[config.mk]
export PLATFORM = sky130hd
export DESIGN_NAME = mem_access_unit
export DESIGN_NICKNAME = d
export VERILOG_FILES = /design/src/rtl/riscv_mem_pkg.sv /design/src/rtl/mem_load_align.sv /design/src/rtl/mem_access_unit.sv
export SDC_FILE = /design/constraint.sdc
export NUM_CORES = 1
export LEC_CHECK = 0
export CAP_MARGIN = 20
export CORE_UTILIZATION = 45
export CTS_BUF_LIST = sky130_fd_sc_hd__clkbuf_2 sky130_fd_sc_hd__clkbuf_4 sky130_fd_sc_hd__clkbuf_8
export CTS_CLUSTER_DIAMETER = 50
export DETAILED_ROUTE_END_ITERATION = 10
export DONT_BUFFER_PORTS = 1
export PLACE_DENSITY = 0.64
export SETUP_SLACK_MARGIN = 0.1
export SYNTH_ARGS = -nofsm -noshare
export SYNTH_HDL_FRONTEND = slang
export SYNTH_SLANG_ARGS = --single-unit
[constraint.sdc]
create_clock -name clk -period 2.1 [get_ports clk]
set_input_delay 0.105 -clock clk [delete_from_list [all_inputs] [get_ports clk]]
set_output_delay 0.105 -clock clk [all_outputs]
set_load 0.01 [all_outputs]
[src/rtl/riscv_mem_pkg.sv]
// riscv_mem_pkg
// Shared definitions for the memory-stage access unit:
//   - funct3 access-size/sign encodings
//   - access-unit FSM state type
//   - byte-enable width and an access-size decode helper
package riscv_mem_pkg;

    localparam int BE_W = 4;

    localparam logic [2:0] F3_B  = 3'b000;
    localparam logic [2:0] F3_H  = 3'b001;
    localparam logic [2:0] F3_W  = 3'b010;
    localparam logic [2:0] F3_BU = 3'b100;
    localparam logic [2:0] F3_HU = 3'b101;

    typedef enum logic [1:0] {
        IDLE = 2'd0,
        BUSY = 2'd1,
        DONE = 2'd2
    } mem_state_t;

    typedef enum logic [1:0] {
        SZ_B = 2'd0,
        SZ_H = 2'd1,
        SZ_W = 2'd2
    } mem_size_t;

    // Any encoding with funct3[1] set (010, 011, 110, 111) is a word access;
    // otherwise funct3[0] distinguishes half (x01) from byte (x00).
    function automatic mem_size_t mem_size(input logic [2:0] f3);
        if (f3[1])
            return SZ_W;
        else if (f3[0])
            return SZ_H;
        else
            return SZ_B;
    endfunction

endpackage

[src/rtl/mem_load_align.sv]
// mem_load_align
// Purely combinational load-data aligner: picks the addressed byte/half out
// of a read word and sign- or zero-extends it to XLEN.
//   rdata   in   XLEN  word read from data memory
//   addr_lo in   2     byte offset within the word
//   funct3  in   3     load size/sign encoding
//   result  out  XLEN  aligned, extended load value
module mem_load_align
    import riscv_mem_pkg::*;
#(
    parameter int XLEN = 32
) (
    input  logic [XLEN-1:0] rdata,
    input  logic [1:0]      addr_lo,
    input  logic [2:0]      funct3,
    output logic [XLEN-1:0] result
);

    logic [XLEN-1:0] w_byte_shift;
    logic [XLEN-1:0] w_half_shift;
    logic [7:0]      w_byte;
    logic [15:0]     w_half;

    // Halves only come from offsets 0 or 2, so only addr_lo[1] matters there.
    assign w_byte_shift = rdata >> {addr_lo, 3'b000};
    assign w_half_shift = rdata >> {addr_lo[1], 4'b0000};
    assign w_byte       = w_byte_shift[7:0];
    assign w_half       = w_half_shift[15:0];

    always_comb begin
        result = rdata;
        case (funct3)
            F3_B:    result = {{(XLEN-8){w_byte[7]}}, w_byte};
            F3_BU:   result = {{(XLEN-8){1'b0}}, w_byte};
            F3_H:    result = {{(XLEN-16){w_half[15]}}, w_half};
            F3_HU:   result = {{(XLEN-16){1'b0}}, w_half};
            default: result = rdata;
        endcase
    end

endmodule

[src/rtl/mem_access_unit.sv]
// mem_access_unit
// MEM-stage data-memory access controller. Turns the stage's load/store
// control into one outstanding request/ready transaction, stalls the
// pipeline until it completes, and registers aligned/extended load data.
//   clk, reset (sync, active-low)
//   MemReadM, MemWriteM, funct3M, ALUResultM, WriteDataM : MEM-stage inputs
//   ReadDataM  : registered load result
//   StallM     : combinational pipeline stall
//   MisalignM  : combinational misaligned-access flag (IDLE only)
//   dmem_req/we/addr/be/wdata : registered memory request
//   dmem_rdata/dmem_ready     : memory response
module mem_access_unit
    import riscv_mem_pkg::*;
#(
    parameter int XLEN   = 32,
    parameter int ADDR_W = 32
) (
    input  logic              clk,
    input  logic              reset,
    input  logic              MemReadM,
    input  logic              MemWriteM,
    input  logic [2:0]        funct3M,
    input  logic [ADDR_W-1:0] ALUResultM,
    input  logic [XLEN-1:0]   WriteDataM,
    output logic [XLEN-1:0]   ReadDataM,
    output logic              StallM,
    output logic              MisalignM,
    output logic              dmem_req,
    output logic              dmem_we,
    output logic [ADDR_W-1:0] dmem_addr,
    output logic [BE_W-1:0]   dmem_be,
    output logic [XLEN-1:0]   dmem_wdata,
    input  logic [XLEN-1:0]   dmem_rdata,
    input  logic              dmem_ready
);

    mem_state_t        r_state;
    mem_state_t        w_state_next;
    logic              w_start;

    logic              r_req;
    logic              r_we;
    logic [ADDR_W-1:0] r_addr;
    logic [BE_W-1:0]   r_be;
    logic [XLEN-1:0]   r_wdata;
    logic [2:0]        r_f3;
    logic [1:0]        r_addr_lo;
    logic [XLEN-1:0]   r_read_data;

    logic              w_access;
    logic              w_misaligned;
    mem_size_t         w_size;
    logic [1:0]        w_addr_lo;
    logic [BE_W-1:0]   w_be;
    logic [XLEN-1:0]   w_wdata;
    logic [XLEN-1:0]   w_load_result;

    assign w_access  = MemReadM | MemWriteM;
    assign w_size    = mem_size(funct3M);
    assign w_addr_lo = ALUResultM[1:0];

    always_comb begin
        w_misaligned = 1'b0;
        w_be         = 4'b1111;
        w_wdata      = WriteDataM;
        case (w_size)
            SZ_B: begin
                w_be    = 4'b0001 << w_addr_lo;
                w_wdata = {4{WriteDataM[7:0]}};
            end
            SZ_H: begin
                w_misaligned = w_addr_lo[0];
                w_be         = 4'b0011 << {w_addr_lo[1], 1'b0};
                w_wdata      = {2{WriteDataM[15:0]}};
            end
            default: begin
                w_misaligned = |w_addr_lo;
            end
        endcase
    end

    always_comb begin
        w_state_next = r_state;
        w_start      = 1'b0;
        case (r_state)
            IDLE: begin
                if (w_access && !w_misaligned) begin
                    w_state_next = BUSY;
                    w_start      = 1'b1;
                end
            end
            BUSY: begin
                if (dmem_ready)
                    w_state_next = DONE;
            end
            DONE:    w_state_next = IDLE;
            default: w_state_next = IDLE;
        endcase
    end

    // Both flags are forced low while reset is held so the pipeline is not
    // frozen by stale MEM-stage control during reset.
    assign StallM    = reset & (((r_state == IDLE) & w_access & ~w_misaligned) |
                                (r_state == BUSY));
    assign MisalignM = reset & (r_state == IDLE) & w_access & w_misaligned;

    always_ff @(posedge clk) begin
        if (!reset) begin
            r_state     <= IDLE;
            r_req       <= 1'b0;
            r_we        <= 1'b0;
            r_addr      <= '0;
            r_be        <= '0;
            r_wdata     <= '0;
            r_f3        <= 3'b000;
            r_addr_lo   <= 2'b00;
            r_read_data <= '0;
        end else begin
            r_state <= w_state_next;
            if (w_start) begin
                r_req     <= 1'b1;
                r_we      <= MemWriteM;
                r_addr    <= {ALUResultM[ADDR_W-1:2], 2'b00};
                r_be      <= w_be;
                r_wdata   <= w_wdata;
                r_f3      <= funct3M;
                r_addr_lo <= w_addr_lo;
            end
            if (r_state == BUSY && dmem_ready) begin
                r_req <= 1'b0;
                if (!r_we)
                    r_read_data <= w_load_result;
            end
        end
    end

    mem_load_align #(
        .XLEN(XLEN)
    ) u_load_align (
        .rdata   (dmem_rdata),
        .addr_lo (r_addr_lo),
        .funct3  (r_f3),
        .result  (w_load_result)
    );

    assign ReadDataM  = r_read_data;
    assign dmem_req   = r_req;
    assign dmem_we    = r_we;
    assign dmem_addr  = r_addr;
    assign dmem_be    = r_be;
    assign dmem_wdata = r_wdata;

endmodule

== Yosys cells after proc, flatten, opt, wreduce, memory -nomap -nowiden ==
Cells that the tools add are included.
Word-level totals
  bits of input ports: 104
  output and inout bits: 104
  flip-flop bits (word level): 107
  word-level logic and storage cells: 52
Cells by class
  equality and inequality tests: 7
  reduce and logical (&&, ||, !) cells: 10
  shifts and indexed selects: 4
  bitwise gates (word level): 11
  mux-type cells: 11
Operators by type and width (number)
  $pmux 32 s4: 1
  $pmux 32 s2: 1
  $shr 32x5->16: 1
  $shr 32x5->8: 1
  $pmux 4 s2: 1
  $and 1x1->1: 6
  $eq 3x3->1 const B: 2
  $mux 2: 3
  $eq 2x1->1 const B: 2
  $logic_not 2->1: 2
  $ne 2x2->1 const B: 2
  $pmux 2 s2: 1
  $reduce_and 2->1: 2
  $reduce_or 2->1: 2
  $shl 1x2->4 const A: 1
  $shl 2x2->4 const A: 1
  $eq 3x1->1 const B: 1
  $logic_not 3->1: 1
  $mux 1: 3
  $not 1->1: 3
  $logic_and 1x1->1: 2
  $or 1x1->1: 2
  $pmux 1 s2: 1
  $logic_not 1->1: 1

== Depth between registers and ports, before layout ==
  word-level depth: 8
  depth in mapped cells: 6
  depth with buffers taken out: 4

== Cells and area by module ==
From an unflattened synthesis, not the netlist that was laid out.
Unflattened totals
  cells, all modules: 625
  area, all modules: 5278.8 um2
Modules (own cells, without submodules)
  mem_access_unit: times used 1, sequential area each 2142.1 um2, cells each 516, area each 4650.7 um2
  mem_load_align: times used 1, sequential area each 0.0 um2, cells each 109, area each 628.1 um2

== Worst setup path before layout ==
No wires, ideal clock.
  path kind: register to register
  start point: register r_addr_lo[1]
  end point: register r_read_data[19], in the netlist ReadDataM[19]
  slack: 0.604 ns
  cell stages (with the launch flop): 7
  buffers on the path: 2
  data required time: 1.981 ns
  setup time: 0.119 ns
  arrival: 1.377 ns
  period minus slack after synthesis: 1.496 ns
  path through: dfxtp_1 -> buf_2 -> mux2i_1 -> mux2i_1 -> a21oi_2 -> buf_4 -> a21oi_1
On the way
  longest elaborated chain between the ends: 2
  elaborated cells on any way between the ends: 3
  those cells by class: shift: 2; mux: 1
Ends and longest elaborated chain
  from (decl): line mem_access_unit.sv:47  | logic [1:0] r_addr_lo;
  from (signal assigned): line mem_access_unit.sv:127  | r_addr_lo <= w_addr_lo;
  $shr 32x5->16 or $shr 32x5->8 (tied branches): line mem_load_align.sv:26, mem_load_align.sv:25
  $pmux 32 s4 (*): line mem_load_align.sv:32  | case (funct3)
  to (signal assigned): line mem_access_unit.sv:132  | r_read_data <= w_load_result;
  to (decl): line mem_access_unit.sv:48  | logic [XLEN-1:0] r_read_data;
Mark *: on every way between the ends. The rest lies on a longest branch, timed or not.
A chain may end at the register's enable or synchronous reset.

== Worst setup path in the final report ==
  start point: register r_f3[0]
  end point: register r_read_data[1], in the netlist ReadDataM[1]
On the way
  longest elaborated chain between the ends: 2
  elaborated cells on any way between the ends: 5
  those cells by class: eq/ne: 3; mux: 1; reduce/logical: 1
Ends and longest elaborated chain
  from (decl): line mem_access_unit.sv:46  | logic [2:0] r_f3;
  from (signal assigned): line mem_access_unit.sv:126  | r_f3 <= funct3M;
  $eq 3x3->1 (tied with other cells): line mem_load_align.sv:32
  $pmux 32 s4 (*): line mem_load_align.sv:32
Marked as above.

==> flow_summary_export.csv <==
group,metric,value,unit
worst_setup_path,crit_arrival,2.12,ns
routing,drt-pass1-iter-count,5,
global_routing,antenna_found_initial,0,
timing,setup_viol,0,
worst_setup_path,slowest_delay,0.53,ns
layout,stdcell_area,5960,um^2
timing,drv_slew,0,
cts,root_buffer,"clkbuf_8",
floorplan,io_pins,208,
logic_synthesis,yosys-top-cells-area,"dfxtp_1, nand2_1, a21boi_1",
logic_synthesis,ys_seq_area_frac,0.440,
power,combPwrFrac,0.167,
timing,setup_tns,0,ns
worst_setup_path,path_cells,"nand2b_1 -> nand2_1 -> a31o_2 -> a221oi_1",
cts,postCtsSetupBuffers,0,
timing,timing.slew.headroom,0.559,
power,seqPwrFrac,0.542,
power,intPower,3.15,mW
floorplan,fp-row-count,37,
floorplan,die_width,106,um
global_routing,use_met3,0.0736,
global_routing,grt_pass1_wl,22.2,mm
cts,clockBufferDepth,2,
power,switchingPower,1.26,mW
logic_synthesis,syn-cell-area,4870,um^2
worst_setup_path,slowest_stage,"nand2b_1",
power,peakVddDrop,0.435,mV
cts,clk_latency,0.37,ns
routing,drtIter0Drc,344,
power,p_leak,2.43,nW
layout,fillCellCount,930,
global_routing,busiest_layer,"met2",
timing,finalCriticalPeriod,1.86,ns
power,sw_frac_of_total,0.286,
timing,rsz0062_at_grt,"false",
routing,drt-total-wl,14.2,mm
logic_synthesis,ys_ff_latch,107,
logic_synthesis,synth_cell_type_count,46,
worst_setup_path,r2r_start,"r_f3[0]",
floorplan,die-area,11200,um^2
routing,num_vias,4453,
worst_setup_path,end_kind,"register",
global_routing,use_met1,0.300,
outcome,outcome,"finished clean",
routing,viasPerCell,5.68,
worst_setup_path,worstRegToRegCells,4,
timing,timing.final.ws_setup,0.236,ns
layout,register_area,2140,um^2
power,power_frac_clock,0.291,
hold_path,min_to,"dmem_wdata[26]",
logic_synthesis,yosysWarnings,0,
cts,h-tree-depth,3,
place,dp_slack,0.373,ns
cts,cts_resized,0,
layout,final_nets,747,
logic_synthesis,syn-instance-count,586,
global_routing,grt_max_degree,104,
place,portBuffers,0,
layout,n_antenna_cell,0,
place,hpwlAfterDp,9.11,mm
power,cellPowerDensity,740,nW/um^2
place,place_area,4920,um^2
timing,final_hold_viol_count,0,
global_routing,grt_pass1_vias,4257,
timing,period_share,0.888,
layout,area_delta_synth_final,22.5,%
timing,timing.clock.skew,0.0137,ns
worst_setup_path,startpoint_type,"register",
logic_synthesis,yosysTopAreaCell,"dfxtp_1",
layout,drive_above_1_share,0.0710,
floorplan,dieHeight,106,um
layout,multi_input_area,2470,um^2
global_routing,gr-total-overflow,0,
worst_setup_path,path_class,"register to register",
cts,tritoncts,"yes",
place,dp.cells,686,
hold_path,min_path_cells,4,
floorplan,initial_core_util,0.467,
logic_synthesis,synth_top_area_frac,0.440,
logic_synthesis,syn_area_per_cell,8.31,um^2
worst_setup_path,crit_required,2.36,ns
layout,stdcell_count,784,
hold_path,hp-class,"primary input to register",
flow_run,maxCapViolCount,0,
cts,cts_sinks,107,
cts,clk_pin_slew_worst_paths,0.10,ns
timing,max_freq,536,MHz
worst_setup_path,critPathMaxFanout,14,
global_routing,grt_util_all_layers,0.249,
floorplan,coreArea,10400,um^2
routing,wire_per_inst,18.1,um
routing,route.detailed.drc,0,
worst_setup_path,r2r-end,"ReadDataM[1]",
cts,cts_hold_buf,82,
hold_path,min_from,"WriteDataM[26]",
routing,drtAntennaViolNets,0,
place,gp_congestion,0.877,
worst_setup_path,r2r_setup_slack,0.24,ns
global_routing,use_met2,0.409,
timing,tightest_slew,0.657,ns
cts,numCtsBuffers,9,
==> state kept, by name, indices dropped and copies added (netlist names) <==
signal      count
dmem_be         4
r_state         2
dmem_we         1
dmem_req        1
dmem_wdata     32
r_addr_lo       2
r_f3            3
ReadDataM      32
dmem_addr      30
==> kinds of logic after synthesis <==
group                  share of synthesized area
AND/OR/NAND/NOR                            0.193
AO/OA/AOI/OAI                              0.251
flip-flops                                 0.440
buffers and inverters                     0.0573
multiplexers                              0.0578
other                                   0.000770
==> power groups by stage <==
stage	logic, mW	registers, mW	clock network (mW)
finish	0.736	2.39	1.29
global route	0.815	2.41	1.40
CTS	0.729	2.39	1.34
detailed placement	0.561	2.44	0
global placement	0.537	2.43	0
floorplan	0.502	2.39	0
==> routing by layer <==
layer  wire [um]  up-vias
li1            -     2125
met1        5700     2077
met2        6820      211
met3        1270       40
met4         407        0
met5           0        -
==> worst max-delay path by stage <==
stage | start | to | slack [ns] | depth (start not counted)
3_3_place_gp | r_addr_lo[0] | ReadDataM[3] | 0.39 | 4
3_5_place_dp | r_f3[0] | ReadDataM[1] | 0.37 | 4
6_report | r_f3[0] | ReadDataM[1] | 0.24 | 4
5_1_grt | r_state[1] | StallM | 0.14 | 4
2_1_floorplan | r_addr_lo[1] | ReadDataM[19] | 0.60 | 6
4_1_cts | r_state[1] | StallM | 0.30 | 4
==> area by class of cell <==
type / instances / area share
repair buffers: 95 / 0.157
flip-flops and latches: 107 / 0.359
clock buffers: 12 / 0.0256
inverters: 11 / 0.00693
well taps: 136 / 0.0285
clock inverters: 4 / 0.00839
multi-input cells: 419 / 0.414
==> critical path: cells and delay by family, from the launching register on <==
kind / cells / cell delay [ns]
DFF: 1 / 0.48
AOI/OAI and AO/OA: 2 / 0.56
and+or+nand+nor: 2 / 0.71
==> cell usage after synthesis, drive strengths merged <==
| library cell | instances |
|---|---|
| or2 | 1 |
| o21ai | 39 |
| o21a | 2 |
| o31ai | 1 |
| mux2 | 1 |
| o211a | 20 |
| a31o | 6 |
| a221oi | 6 |
| conb | 1 |
| inv | 11 |
| mux2i | 27 |
| nand3 | 11 |
| nand3b | 1 |
| nand2b | 6 |
| nor3 | 11 |
| a21boi | 53 |
| o211ai | 3 |
| a31oi | 1 |
| nor3b | 8 |
| and3 | 1 |
| a221o | 1 |
| nand4bb | 1 |
| o31a | 1 |
| a2111oi | 6 |
| nor2b | 3 |
| o21ba | 1 |
| o221a | 2 |
| buf | 27 |
| a21oi | 22 |
| dfxtp | 107 |
| o2111a | 1 |
| clkbuf | 23 |
| nand2 | 162 |
| o22ai | 1 |
| o221ai | 1 |
| o22a | 1 |
| nor2 | 16 |
==> layout by cell type, fill, tap and decap left out, types with 4 or more instances in the layout <==
cell type      synthesis  layout
a221oi_1               6       6
nand3_1               11      11
clkbuf_8               0      10
buf_4                  4      13
nor2_1                15      15
inv_1                 11      11
o211a_1               20      20
a21boi_0               4       4
nand2b_1               6       6
mux2i_1               27      27
nor3_1                11      11
a31o_2                 6       6
nor3b_1                7       7
o21ai_0               38      38
dfxtp_1              107     107
dlygate4sd3_1          0      81
nand2_1              162     162
a21oi_1               20      20
a21boi_1              49      49
==> metrics by stage <==
stage                util  power (mW)  hold WS (ns)
floorplan               -        2.89         0.240
global placement    0.472        2.97         0.237
detailed placement  0.472        3.00         0.241
CTS                 0.572        4.46      0.000275
global route        0.572        4.63       0.00537
finish              0.572        4.41        0.0138
Power figures use the tool's default switching activity.
